File: src/rtl/laser_link_scheduler.sv
// Frame sequencer feeding a dual-lane laser transmitter: preamble, header, payload,
// per-lane XOR checksum and an inter-frame gap, one byte pair per lane_done handshake.
`timescale 1ns / 1ps

module laser_link_scheduler #(
  parameter int unsigned PREAMBLE_LEN = 2,
  parameter logic [7:0]  SYNC_BYTE    = 8'h7E,
  parameter int unsigned IDLE_GAP     = 16
) (
  input  logic        clock,
  input  logic        reset_n,
  input  logic        en,
  input  logic        start,
  input  logic [7:0]  frame_len,
  input  logic [15:0] src_data,
  input  logic        src_valid,
  output logic        src_ready,
  output logic [7:0]  lane1_data,
  output logic [7:0]  lane2_data,
  output logic        lane_ready,
  input  logic        lane_done,
  output logic        busy,
  output logic        frame_done,
  output logic        abort,
  output logic        underrun
);

  typedef enum logic [2:0] {
    StIdle,
    StPreamble,
    StHeader,
    StPayload,
    StChecksum,
    StGap
  } state_e;

  localparam logic [7:0] PreLast = 8'(PREAMBLE_LEN - 1);
  localparam logic [7:0] GapLast = 8'(IDLE_GAP - 1);

  state_e     r_state;
  logic [7:0] r_cnt;
  logic [7:0] r_len;
  logic [7:0] r_xor1;
  logic [7:0] r_xor2;
  logic [7:0] r_lane1;
  logic [7:0] r_lane2;
  logic       r_lane_ready;
  logic       r_first;
  logic       r_busy;
  logic       r_frame_done;
  logic       r_abort;
  logic       r_underrun;

  logic       w_src_ready;
  logic       w_load;
  logic       w_done;
  logic [7:0] w_cnt_inc;

  // In PAYLOAD the lane data registers are the pair register; lane_ready marks it loaded.
  assign w_src_ready = (r_state == StPayload) && !r_lane_ready;
  assign w_load      = w_src_ready && src_valid;
  assign w_done      = lane_done && r_lane_ready;
  assign w_cnt_inc   = r_cnt + 8'd1;

  assign src_ready  = w_src_ready;
  assign lane1_data = r_lane1;
  assign lane2_data = r_lane2;
  assign lane_ready = r_lane_ready;
  assign busy       = r_busy;
  assign frame_done = r_frame_done;
  assign abort      = r_abort;
  assign underrun   = r_underrun;

  always_ff @(posedge clock or negedge reset_n) begin
    if (!reset_n) begin
      r_state      <= StIdle;
      r_cnt        <= 8'h00;
      r_len        <= 8'h00;
      r_xor1       <= 8'h00;
      r_xor2       <= 8'h00;
      r_lane1      <= 8'h00;
      r_lane2      <= 8'h00;
      r_lane_ready <= 1'b0;
      r_first      <= 1'b0;
      r_busy       <= 1'b0;
      r_frame_done <= 1'b0;
      r_abort      <= 1'b0;
      r_underrun   <= 1'b0;
    end else begin
      r_frame_done <= 1'b0;
      r_abort      <= 1'b0;
      if (r_state != StIdle && !en) begin
        r_state      <= StIdle;
        r_cnt        <= 8'h00;
        r_lane1      <= 8'h00;
        r_lane2      <= 8'h00;
        r_lane_ready <= 1'b0;
        r_first      <= 1'b0;
        r_busy       <= 1'b0;
        r_abort      <= 1'b1;
      end else begin
        case (r_state)
          StIdle: begin
            if (start && en && frame_len != 8'h00) begin
              r_state      <= StPreamble;
              r_len        <= frame_len;
              r_cnt        <= 8'h00;
              r_xor1       <= 8'h00;
              r_xor2       <= 8'h00;
              r_underrun   <= 1'b0;
              r_busy       <= 1'b1;
              r_lane_ready <= 1'b1;
              r_lane1      <= 8'h55;
              r_lane2      <= 8'h55;
            end
          end
          StPreamble: begin
            if (w_done) begin
              if (r_cnt == PreLast) begin
                r_state <= StHeader;
                r_cnt   <= 8'h00;
                r_lane1 <= SYNC_BYTE;
                r_lane2 <= r_len;
              end else begin
                r_cnt <= w_cnt_inc;
              end
            end
          end
          StHeader: begin
            if (w_done) begin
              r_state      <= StPayload;
              r_lane_ready <= 1'b0;
              r_lane1      <= 8'h00;
              r_lane2      <= 8'h00;
              r_first      <= 1'b1;
            end
          end
          StPayload: begin
            if (w_done) begin
              r_cnt   <= w_cnt_inc;
              r_first <= 1'b1;
              if (w_cnt_inc == r_len) begin
                r_state <= StChecksum;
                r_lane1 <= r_xor1;
                r_lane2 <= r_xor2;
              end else begin
                r_lane_ready <= 1'b0;
                r_lane1      <= 8'h00;
                r_lane2      <= 8'h00;
              end
            end else if (w_load) begin
              r_lane_ready <= 1'b1;
              r_lane1      <= src_data[15:8];
              r_lane2      <= src_data[7:0];
              r_xor1       <= r_xor1 ^ src_data[15:8];
              r_xor2       <= r_xor2 ^ src_data[7:0];
              r_first      <= 1'b0;
            end else if (w_src_ready) begin
              // The first fetch cycle after a handshake is grace, not a stall.
              if (!r_first) r_underrun <= 1'b1;
              r_first <= 1'b0;
            end
          end
          StChecksum: begin
            if (w_done) begin
              r_state      <= StGap;
              r_cnt        <= 8'h00;
              r_lane_ready <= 1'b0;
              r_lane1      <= 8'h00;
              r_lane2      <= 8'h00;
            end
          end
          StGap: begin
            if (r_cnt == GapLast) begin
              r_state      <= StIdle;
              r_cnt        <= 8'h00;
              r_busy       <= 1'b0;
              r_frame_done <= 1'b1;
            end else begin
              r_cnt <= w_cnt_inc;
            end
          end
          default: r_state <= StIdle;
        endcase
      end
    end
  end

endmodule

File: config.mk
export PLATFORM = sky130hd
export DESIGN_NAME = laser_link_scheduler
export DESIGN_NICKNAME = d
export VERILOG_FILES = /design/src/rtl/laser_link_scheduler.sv
export SDC_FILE = /design/constraint.sdc
export NUM_CORES = 1
export LEC_CHECK = 0
export BUFFER_PORTS_ARGS = -buffer_cell sky130_fd_sc_hd__buf_2
export CAP_MARGIN = 20
export CORE_UTILIZATION = 40
export DETAILED_ROUTE_END_ITERATION = 6
export PLACE_DENSITY_LB_ADDON = 0.08
export SYNTH_ARGS = -nofsm -noshare
export SYNTH_HDL_FRONTEND = slang
export SYNTH_SLANG_ARGS = --single-unit
File: constraint.sdc
create_clock -name clock -period 3.9 [get_ports clock]
set_clock_uncertainty 0.2 [all_clocks]
set_input_delay 0.195 -clock clock [delete_from_list [all_inputs] [get_ports clock]]
set_output_delay 0.195 -clock clock [all_outputs]
set_load 0.03 [all_outputs]
==> qor.yml, run 1 <==
grt:
  grt_pass1_vias: 3158
  grt_pass1_wl_um: 16170
  grt_max_degree: 32
  antenna_found_initial: 0
  track_usage: 0.2385
  grt.overflow.total: 0
clock_tree:
  ctsResizeCount: 0
  ctsHoldBuffers: 24
  cts_buffers: 9
  clk_latency_ps: 340
  clk_root_buffer_cell: "clkbuf_8"
  cts_buffer_depth: 2
  path_clk_slew_ps: 70
  clock-sinks: 57
  post_cts_buffers: 0
  cts_tree: "yes"
  htree_levels: 3
routing:
  drtPass1Iterations: 5
  wl_per_cell_um: 17.38
  drt-initial-drc-count: 133
  ant_nets: 0
  routed_via_density: 5.723
  route.detailed.drc: 0
  dr_total_vias: 3342
  drt_wl_total_um: 10150
yosys:
  yosys_warnings: 0
  ys_async_sr_fraction: 1.000
  synth.net_count: 435
  ys.flop_type: "dfrtp_1"
  syn_area_per_cell_sq_um: 8.684
  yosysTopAreaCellShare: 0.4076
  ys_seq_elements: 57
  yosys-top-cells-area: "dfrtp_1 (41%), nand2_1 (6.4%), o21ai_0 (4.0%)"
  yosysUniqueCellTypes: 67
  synth_area_leader_cell: "dfrtp_1"
  synth_cells: 403
  synth_edf_count: 0
  ys_seq_area_frac: 0.4076
  syn_area_sq_mm: 0.003500
floorplanning:
  fp.dieH_um: 95.54
  die_width_um: 95.54
  dieArea_sq_mm: 0.009127
  coreArea_sq_mm: 0.008341
  io_pins: 52
  rows: 33
  start_util: 0.4196
setup_path:
  critical_path_buf_inv_count: 2
  cp_top_family: "simple AND/OR/NAND/NOR gates"
  arrival_ps: 2840
  crit_path_top_delay_cell: "dfrtp_1"
  crit_chain: "or3_1, nand2_1, inv_2, a21oi_2, buf_12, a21oi_1, a31o_2"
  path_class: "flip-flop to flip-flop"
  end_kind: "flip-flop"
  critPathLaunchType: "flip-flop"
  crit_required_ps: 3930
  cp_slowest_stage_delay_ps: 620
  critPathMaxFanout: 24
final_layout:
  drive_above_1_share: 0.2401
  utilization: 0.5138
  antenna_cells: 0
  fin_nets: 507
  area_growth_pct: 22.45
sta:
  max_freq_mhz: 356.2
  worst_pin_slew_ps: 711.4
  finalHoldViolations: 0
  setup_viol_count_final: 0
  slew_violations: 0
  rsz0062_at_grt: "no"
  max_slew_margin: 0.5257
  finalCritPeriodShare: 0.7199
  period_needed_ps: 2808
  setup_tns_ps: 0
worst_hold_path:
  min_path_type: "input pin to flip-flop"
pwr:
  leakagePower_nw: 1.961
  peakVddDrop_mv: 0.3409
  p_total_mw: 2.992
  power_density_mw_per_mm2: 698.3
placement:
  io_buffers: 51
  dp_hpwl_um: 7006
  place.gp.congestion: 0.8730
outcome:
  run_status: "finished clean"
flow_run:
  maxCapViolCount: 0
-- per-layer routing --
layer  routed length, um  vias to the layer above  share of wire  GRT usage
li1                    -                     1634              -          -
met1                4542                     1585           0.45     0.3163
met2                4756                      107           0.47     0.3827
met3                 629                       16          0.062    0.03668
met4                 220                        0          0.022     0.1070
met5                   0                        -              0          0
-- stage by stage --
| step | cells | worst slack (ps) | instance area [sq um] | hold slack (ps) |
|---|---|---|---|---|
| finish | 584 | 1092 | 4285 | 45.35 |
| global route | 584 | 887.7 | 4285 | 48.79 |
| CTS | 583 | 1057 | 4258 | 25.60 |
| detailed placement | 544 | 1044 | 3857 | 64.44 |
| global placement | 544 | 1115 | 3857 | 57.97 |
| floorplan | 403 | 946.8 | 3500 | -300.6 |
-- synth_stat cells (all sizes together) (2+ instances only) --
cell type   n
a22o        4
xnor2       6
a22oi       5
o221ai      2
nand3b      2
nor2       31
nand2      60
o21bai      5
nor3        7
or2         9
mux2i       2
a21boi      2
nor2b       2
xor2        8
and4        4
a21oi      27
o22a        3
o21ai      29
o22ai       2
o211a       2
o211ai      4
or4         5
ha          2
o31ai       2
nand4      19
nand4b      2
a31o       15
clkbuf      9
a21o        3
or3b        3
dfrtp      57
inv        10
a211oi      6
buf        17
nand2b      3
a2bb2oi     5
nand3      11
and3        2
-- layout make-up --
type | count | area (sq um)
flip-flops and latches | 57 | 1426
clock buffers | 9 | 123.9
fillers | 801 | 4055
clock inverters | 6 | 36.28
inverters | 10 | 37.54
repair buffers | 87 | 618.1
multi-input cells | 310 | 1912
well taps | 105 | 131.4
-- sequential cells by signal, summed over array words and instances (netlist names) --
name        flops
r_len           8
abort           1
r_xor1          8
lane1_data      8
r_state         3
r_first         1
frame_done      1
r_xor2          8
busy            1
lane2_data      8
lane_ready      1
r_cnt           8
underrun        1
-- final timing paths --
path / from / endpoint / slack, ps / depth (start not counted)
setup reg to reg: r_state[2] / r_xor2[2] / 1090 / 7
hold reg to reg: underrun / underrun / 290 / 2
setup / recovery: r_state[2] / r_xor2[2] / 1090 / 7
max in group asynchronous: reset_n / lane_ready / 2410 / 3
min in group asynchronous: reset_n / lane1_data[5] / 210 / 2
hold / removal: src_data[15] / lane1_data[7] / 50 / 4
-- power by group --
part	switching, mW	internal (mW)	leakage [nW]	total [mW]
combinational	0.917	0.595	1.13	1.51
clock	0.252	0.223	0.0846	0.475
sequential	0.198	0.808	0.746	1.01
total	1.37	1.63	1.96	2.99
-- worst reg2reg max path, delay by kind of cell (launching register included) --
| family | cells | cell delay [ps] |
|---|---|---|
| DFF | 1 | 620 |
| and+or+nand+nor | 2 | 770 |
| AOI/OAI and AO/OA | 3 | 770 |
| buffers and inverters | 2 | 340 |
-- cells by family after synthesis --
group | Yosys count | share of synthesized area
AO/OA/AOI/OAI | 124 | 0.2492
XOR/XNOR | 14 | 0.03504
adder cells (fa/ha/maj) | 2 | 0.007149
buffers and inverters | 36 | 0.04827
flip-flops | 57 | 0.4076
multiplexers | 2 | 0.005721
AND/OR/NAND/NOR | 168 | 0.2471
-- layout by cell type (no fill, tap or decap), types with 4 or more instances in the layout --
cell type | synthesis | layout
a211oi_1 | 5 | 5
a21oi_1 | 26 | 26
a22o_1 | 4 | 4
a22oi_1 | 5 | 5
a2bb2oi_1 | 5 | 5
a31o_2 | 13 | 13
and4_1 | 4 | 4
buf_2 | 12 | 51
buf_4 | 1 | 10
clkbuf_8 | 0 | 9
clkinv_2 | 0 | 4
dfrtp_1 | 57 | 57
dlygate4sd3_1 | 0 | 24
inv_1 | 9 | 9
nand2_1 | 60 | 60
nand3_1 | 11 | 11
nand4_1 | 18 | 18
nor2_1 | 30 | 30
nor3_1 | 7 | 7
o211ai_1 | 4 | 4
o21ai_0 | 28 | 28
o21bai_1 | 5 | 5
or2_2 | 9 | 9
or4_1 | 4 | 4
xnor2_1 | 6 | 6
xor2_1 | 8 | 8
No activity file was read; power rests on OpenSTA's default activity.
==> run 2: changes to the inputs <==
ABC_AREA = 1   (was not set)
clock period = 2.9 ns   (was 3.9 ns; I/O delays follow)
==> qor.yml, run 2 <==
placement:
  post-place-ws_ps: 509.7
  io_buffers: 51
  dp_hpwl_um: 7310
  place.gp.congestion: 0.8950
final_layout:
  final_cell_mix: "nand2_1 (166), nand3_1 (77), inv_1 (66)"
  area_growth_pct: 23.00
  final_common_cell: "nand2_1"
  n_fill_cell: 878
  antenna_cells: 0
  drive_above_1_share: 0.1640
  fin_nets: 655
pwr:
  power_density_mw_per_mm2: 968.5
  p_total_mw: 4.380
  peakVddDrop_mv: 0.3350
  pwr-share-comb: 0.506
  p_int_mw: 2.292
  switching_power_mw: 2.088
  pwr-share-clk: 0.193
  p_sw_frac: 0.4767
  seqPwrFrac: 0.300
  leakagePower_nw: 2.413
sta:
  setup_viol_count_final: 0
  max_freq_mhz: 413.1
  worst_pin_slew_ps: 600.1
  max_slew_margin: 0.5990
  finalCritPeriodShare: 0.8347
  whs_ps: 67.42
  finalHoldViolations: 0
  period_needed_ps: 2421
  setup_tns_ps: 0
  rsz0062_at_grt: "no"
  slew_violations: 0
  fin_ws_ps: 479.3
yosys:
  synth_area_leader_cell: "dfrtp_1"
  syn_area_sq_mm: 0.003677
  synth_top_cells_by_count: "nand2_1 (166), nand3_1 (77), inv_1 (66), nor2_1 (58), dfrtp_1 (57)"
  yosysTopAreaCellShare: 0.3879
  yosys_warnings: 0
  synth_edf_count: 0
  ys.flop_type: "dfrtp_1"
  yosys-top-cells-area: "dfrtp_1 (39%), nand2_1 (17%), nand3_1 (10%)"
  ys_async_sr_fraction: 1.000
  yosysMostFrequentCell: "nand2_1"
  synth_cells: 545
  ys_seq_elements: 57
  ys_seq_area_frac: 0.3879
  synth.net_count: 577
  yosysUniqueCellTypes: 35
  syn_area_per_cell_sq_um: 6.747
outcome:
  run_status: "finished, violations left"
  violations: "design-rule violations"
floorplanning:
  io_pins: 52
  die_width_um: 97.88
  dieArea_sq_mm: 0.009580
  coreArea_sq_mm: 0.008806
  start_util: 0.4176
  fp.dieH_um: 97.88
  rows: 34
routing:
  met2WireLength_um: 4423
  ant_nets: 0
  drtPass1Iterations: 7
  wl_met1_um: 5110
  drt-initial-drc-count: 298
  route.detailed.drc: 6
  routed_via_density: 4.932
  drt_wl_total_um: 10100
  dr_total_vias: 3630
  wl_per_cell_um: 13.72
  highest_layer: "met4"
  dr_wl_met3_um: 454
clock_tree:
  post_cts_buffers: 0
  clk_root_buffer_cell: "clkbuf_8"
  clock-sinks: 57
  htree_levels: 3
  ctsHoldBuffers: 27
  ctsResizeCount: 0
  cts_tree: "yes"
  cts_buffers: 9
  clk_latency_ps: 340
  path_clk_slew_ps: 70
  cts_buffer_depth: 2
setup_path:
  arrival_ps: 2500
  crit_required_ps: 2980
  path_class: "flip-flop to flip-flop"
  critPathMaxFanout: 9
  critPathLaunchType: "flip-flop"
  end_kind: "flip-flop"
grt:
  grt_max_degree: 34
  antenna_found_initial: 0
  grt_pass1_vias: 3388
  track_usage: 0.2214
  grt_pass1_wl_um: 16670
  grt.overflow.total: 0
worst_hold_path:
  min_path_type: "input pin to asynchronous set/reset pin"
flow_run:
  maxCapViolCount: 0
-- run 2: cell count changes after synthesis, moves of 6 or more --
cell     previous run  this run
nand2_1            60       166
inv_1               9        66
nand2_2             0        11
nand4_1            18         7
or2_2               9         1
nor2_1             30        58
a31o_2             13         0
nand3_1            11        77
xor2_1              8         0
xnor2_1             6         0
a21oi_1            26        19
-- run 2: final timing paths --
kind / startpoint / endpoint / slack (ps) / depth (start not counted)
worst max-delay path: r_cnt[0] / lane2_data[7] / 480 / 12
worst min-delay path: reset_n / underrun / 70 / 2
worst max register to register: r_cnt[0] / lane2_data[7] / 480 / 12
worst min register to register: lane2_data[5] / lane2_data[5] / 270 / 2
max in group asynchronous: reset_n / r_xor1[1] / 1790 / 3
min in group clock: start / underrun / 200 / 5
-- run 2: cells by family (layout without fill, tap and decap cells) --
kind of cell,count (synthesis),in the layout,synth area share
compound gates,58,58,0.08541
fa+ha+maj,2,2,0.006804
buf+inv,88,171,0.09901
flops,57,57,0.3879
simple gates,340,340,0.4209
-- run 2: layer usage --
layer / GRT usage / vias up
met2: 0.3369 / 92
met4: 0.06177 / 0
li1: - / 1888
met5: 0 / -
met1: 0.3155 / 1640
met3: 0.04939 / 10
-- run 2: power groups by stage --
stage          combinational, mW  sequential [mW]  clock [mW]
6_report                    2.22             1.31       0.847
5_1_grt                     2.49             1.36       0.916
4_1_cts                     2.22             1.31       0.871
3_5_place_dp                2.18             1.33           0
3_3_place_gp                2.18             1.32           0
2_1_floorplan               1.48             1.49           0
-- run 2: critical path, cell delays in order (launching register included) --
cell and delay, ps:
dfrtp_1 460, ha_1 260, nand2_1 120, inv_1 90, o21ai_0 150, nand2_1 90
nor2_1 90, and3_1 350, buf_4 230, nand3_1 80, nand2_1 110, nand2_1 60
nand2_1 70
-- run 2: layout make-up --
type / count / area (sq um) / share of cell area
multi-input combinational: 400 / 1887 / 0.4172
sequential: 57 / 1426 / 0.3154
timing repair buffer: 84 / 583.1 / 0.1289
inverter: 71 / 271.5 / 0.06003
clock buffer: 11 / 141.4 / 0.03126
tap: 108 / 135.1 / 0.02988
clock inverter: 5 / 78.83 / 0.01743
-- run 2: stage by stage --
stage	util	cells	instance area, sq um
after global routing	0.5136	736	4523
after detailed placement	0.4579	693	4033
after CTS	0.5136	736	4523
after global placement	0.4579	693	4033
final	0.5136	736	4523
after floorplan	-	545	3677
==> run 3: changes to the inputs <==
clock period = 2.45 ns   (was 2.9 ns; I/O delays follow)
==> qor.yml, run 3 (synthesized netlist as in run 2, its figures left out) <==
outcome:
  run_status: "finished, violations left"
  violations: "design-rule violations"
grt:
  gr-max-usage-layer: "met2"
  gr-usage-met1: 0.3297
  grt_pass1_wl_um: 17380
  grt.overflow.total: 0
  grt_pass1_vias: 3529
  met3_usage: 0.03794
  use_met2: 0.3521
  antenna_found_initial: 0
  grt_max_degree: 34
  track_usage: 0.2303
setup_path:
  crit_path_frequent_cell: "nand2_1"
  crit_path_top_delay_cell: "dfrtp_2"
  ff2ff_setup_slack_ps: 160
  critPathLaunchType: "flip-flop"
  arrival_ps: 2380
  crit_chain: "ha_1, nand2_1, nor2_1, nand2_1, nand3_1, inv_1, nor2_1, nand2_1, nor2_4, buf_4, nand3_1, nand2_1, nand2_1, nand2_1"
  critPathMaxFanout: 8
  cp_top_family: "simple AND/OR/NAND/NOR gates"
  crit_required_ps: 2540
  cp_slowest_stage_delay_ps: 430
  critical_path_buf_inv_count: 2
  end_kind: "flip-flop"
  path_class: "flip-flop to flip-flop"
sta:
  rsz0062_at_grt: "no"
  slew_violations: 0
  max_freq_mhz: 436.9
  setup_viol_count_final: 0
  setup_tns_ps: 0
  period_needed_ps: 2289
  finalCritPeriodShare: 0.9342
  worst_pin_slew_ps: 628.7
  finalHoldViolations: 0
  fin_ws_ps: 161.2
  max_slew_margin: 0.5809
clock_tree:
  cts_tree: "yes"
  clk_latency_ps: 350
  cts_buffers: 9
  path_clk_slew_ps: 80
  clock-sinks: 57
  clk_root_buffer_cell: "clkbuf_8"
  htree_levels: 3
  cts_buffer_depth: 2
floorplanning:
  die_width_um: 97.88
  rows: 34
  fp.dieH_um: 97.88
  dieArea_sq_mm: 0.009580
  io_pins: 52
  start_util: 0.4176
  coreArea_sq_mm: 0.008806
routing:
  route.detailed.drc: 5
  ant_nets: 0
  wl_per_cell_um: 13.89
  routed_via_density: 4.957
  drt-initial-drc-count: 218
  drt_wl_total_um: 10390
  dr_total_vias: 3708
  drtPass1Iterations: 7
final_layout:
  final_cell_mix: "nand2_1 (166), nand3_1 (77), inv_1 (66)"
  antenna_cells: 0
  fin_area_sq_mm: 0.004652
  utilization: 0.5283
  final_common_cell: "nand2_1"
  drive_above_1_share: 0.1875
  fin_nets: 667
  area_growth_pct: 26.51
pwr:
  p_sw_frac: 0.4743
  power_density_mw_per_mm2: 1160
  leakagePower_nw: 2.475
  seqPwrFrac: 0.289
  pwr-share-clk: 0.191
  p_int_mw: 2.837
  peakVddDrop_mv: 0.5053
  pwr-share-comb: 0.520
  switching_power_mw: 2.559
flow_run:
  maxCapViolCount: 0
worst_hold_path:
  min_path_type: "input pin to asynchronous set/reset pin"
placement:
  dp_hpwl_um: 7548
  placed_cell_area_sq_mm: 0.004113
  place.gp.congestion: 0.9111
  io_buffers: 51
  post-place-ws_ps: 21.36
## run 3: cell count changes in the layout (fill, tap and decap cells not counted), sizes merged
| cell | change |
|---|---|
| clkinv | -1 |
| buf | +12 |
| clkbuf | -2 |
| clkinvlp | +1 |
| inv | +2 |
## run 3: worst paths after layout
kind | startpoint | to | cells past startpoint
hold reg to reg | underrun | underrun | 2
setup / recovery | r_cnt[0] | lane1_data[1] | 14
setup reg to reg | r_cnt[0] | lane1_data[1] | 14
min in group clock | lane_done | r_first | 6
max in group asynchronous | reset_n | lane2_data[5] | 3
hold / removal | reset_n | frame_done | 2
## run 3: cell type report
class	instances	area (sq um)
Timing Repair Buffer	96	698.2
Sequential cell	57	1429
Clock buffer	9	123.9
Fill cell	891	4154
Inverter	71	271.5
Tap cell	108	135.1
Multi-Input combinational cell	400	1892
Clock inverter	7	102.6
## run 3: worst reg2reg max path, cell delays in order, from the launching register on
cell     delay (ps)
dfrtp_2         430
ha_1            210
nand2_1         110
nor2_1          160
nand2_1         110
nand3_1         110
inv_1            50
nor2_1           90
nand2_1          90
nor2_4          210
buf_4           160
nand3_1          60
nand2_1         110
nand2_1          80
nand2_1          60
## run 3: routing by layer
| layer | up-vias | part of all wire |
|---|---|---|
| met2 | 107 | 0.44 |
| met4 | 0 | 0.016 |
| met5 | - | 0 |
| met1 | 1677 | 0.50 |
| met3 | 14 | 0.052 |
| li1 | 1910 | - |
## run 3: power by group through the flow
stage	Combinational, mW	Clock, mW	Sequential [mW]
floorplan	1.75	0	1.76
global placement	2.69	0	1.57
detailed placement	2.70	0	1.57
CTS	2.75	1.07	1.55
global route	3.14	1.11	1.60
finish	2.81	1.03	1.56
## run 3: through the flow
step / std cells / total power [mW] / hold WS [ps]
finish: 748 / 5.396 / 124.8
global route: 748 / 5.856 / 195.6
CTS: 745 / 5.369 / 138.7
detailed placement: 702 / 4.275 / -25.66
global placement: 702 / 4.256 / -24.90
floorplan: 545 / 3.516 / -373.1
## run 3: repair_timing
item,CTS,global route
setup buffers,0,3
setup endpoints to repair,0,17
hold endpoints to repair,62,0
resized for setup,0,5
hold buffers,27,0
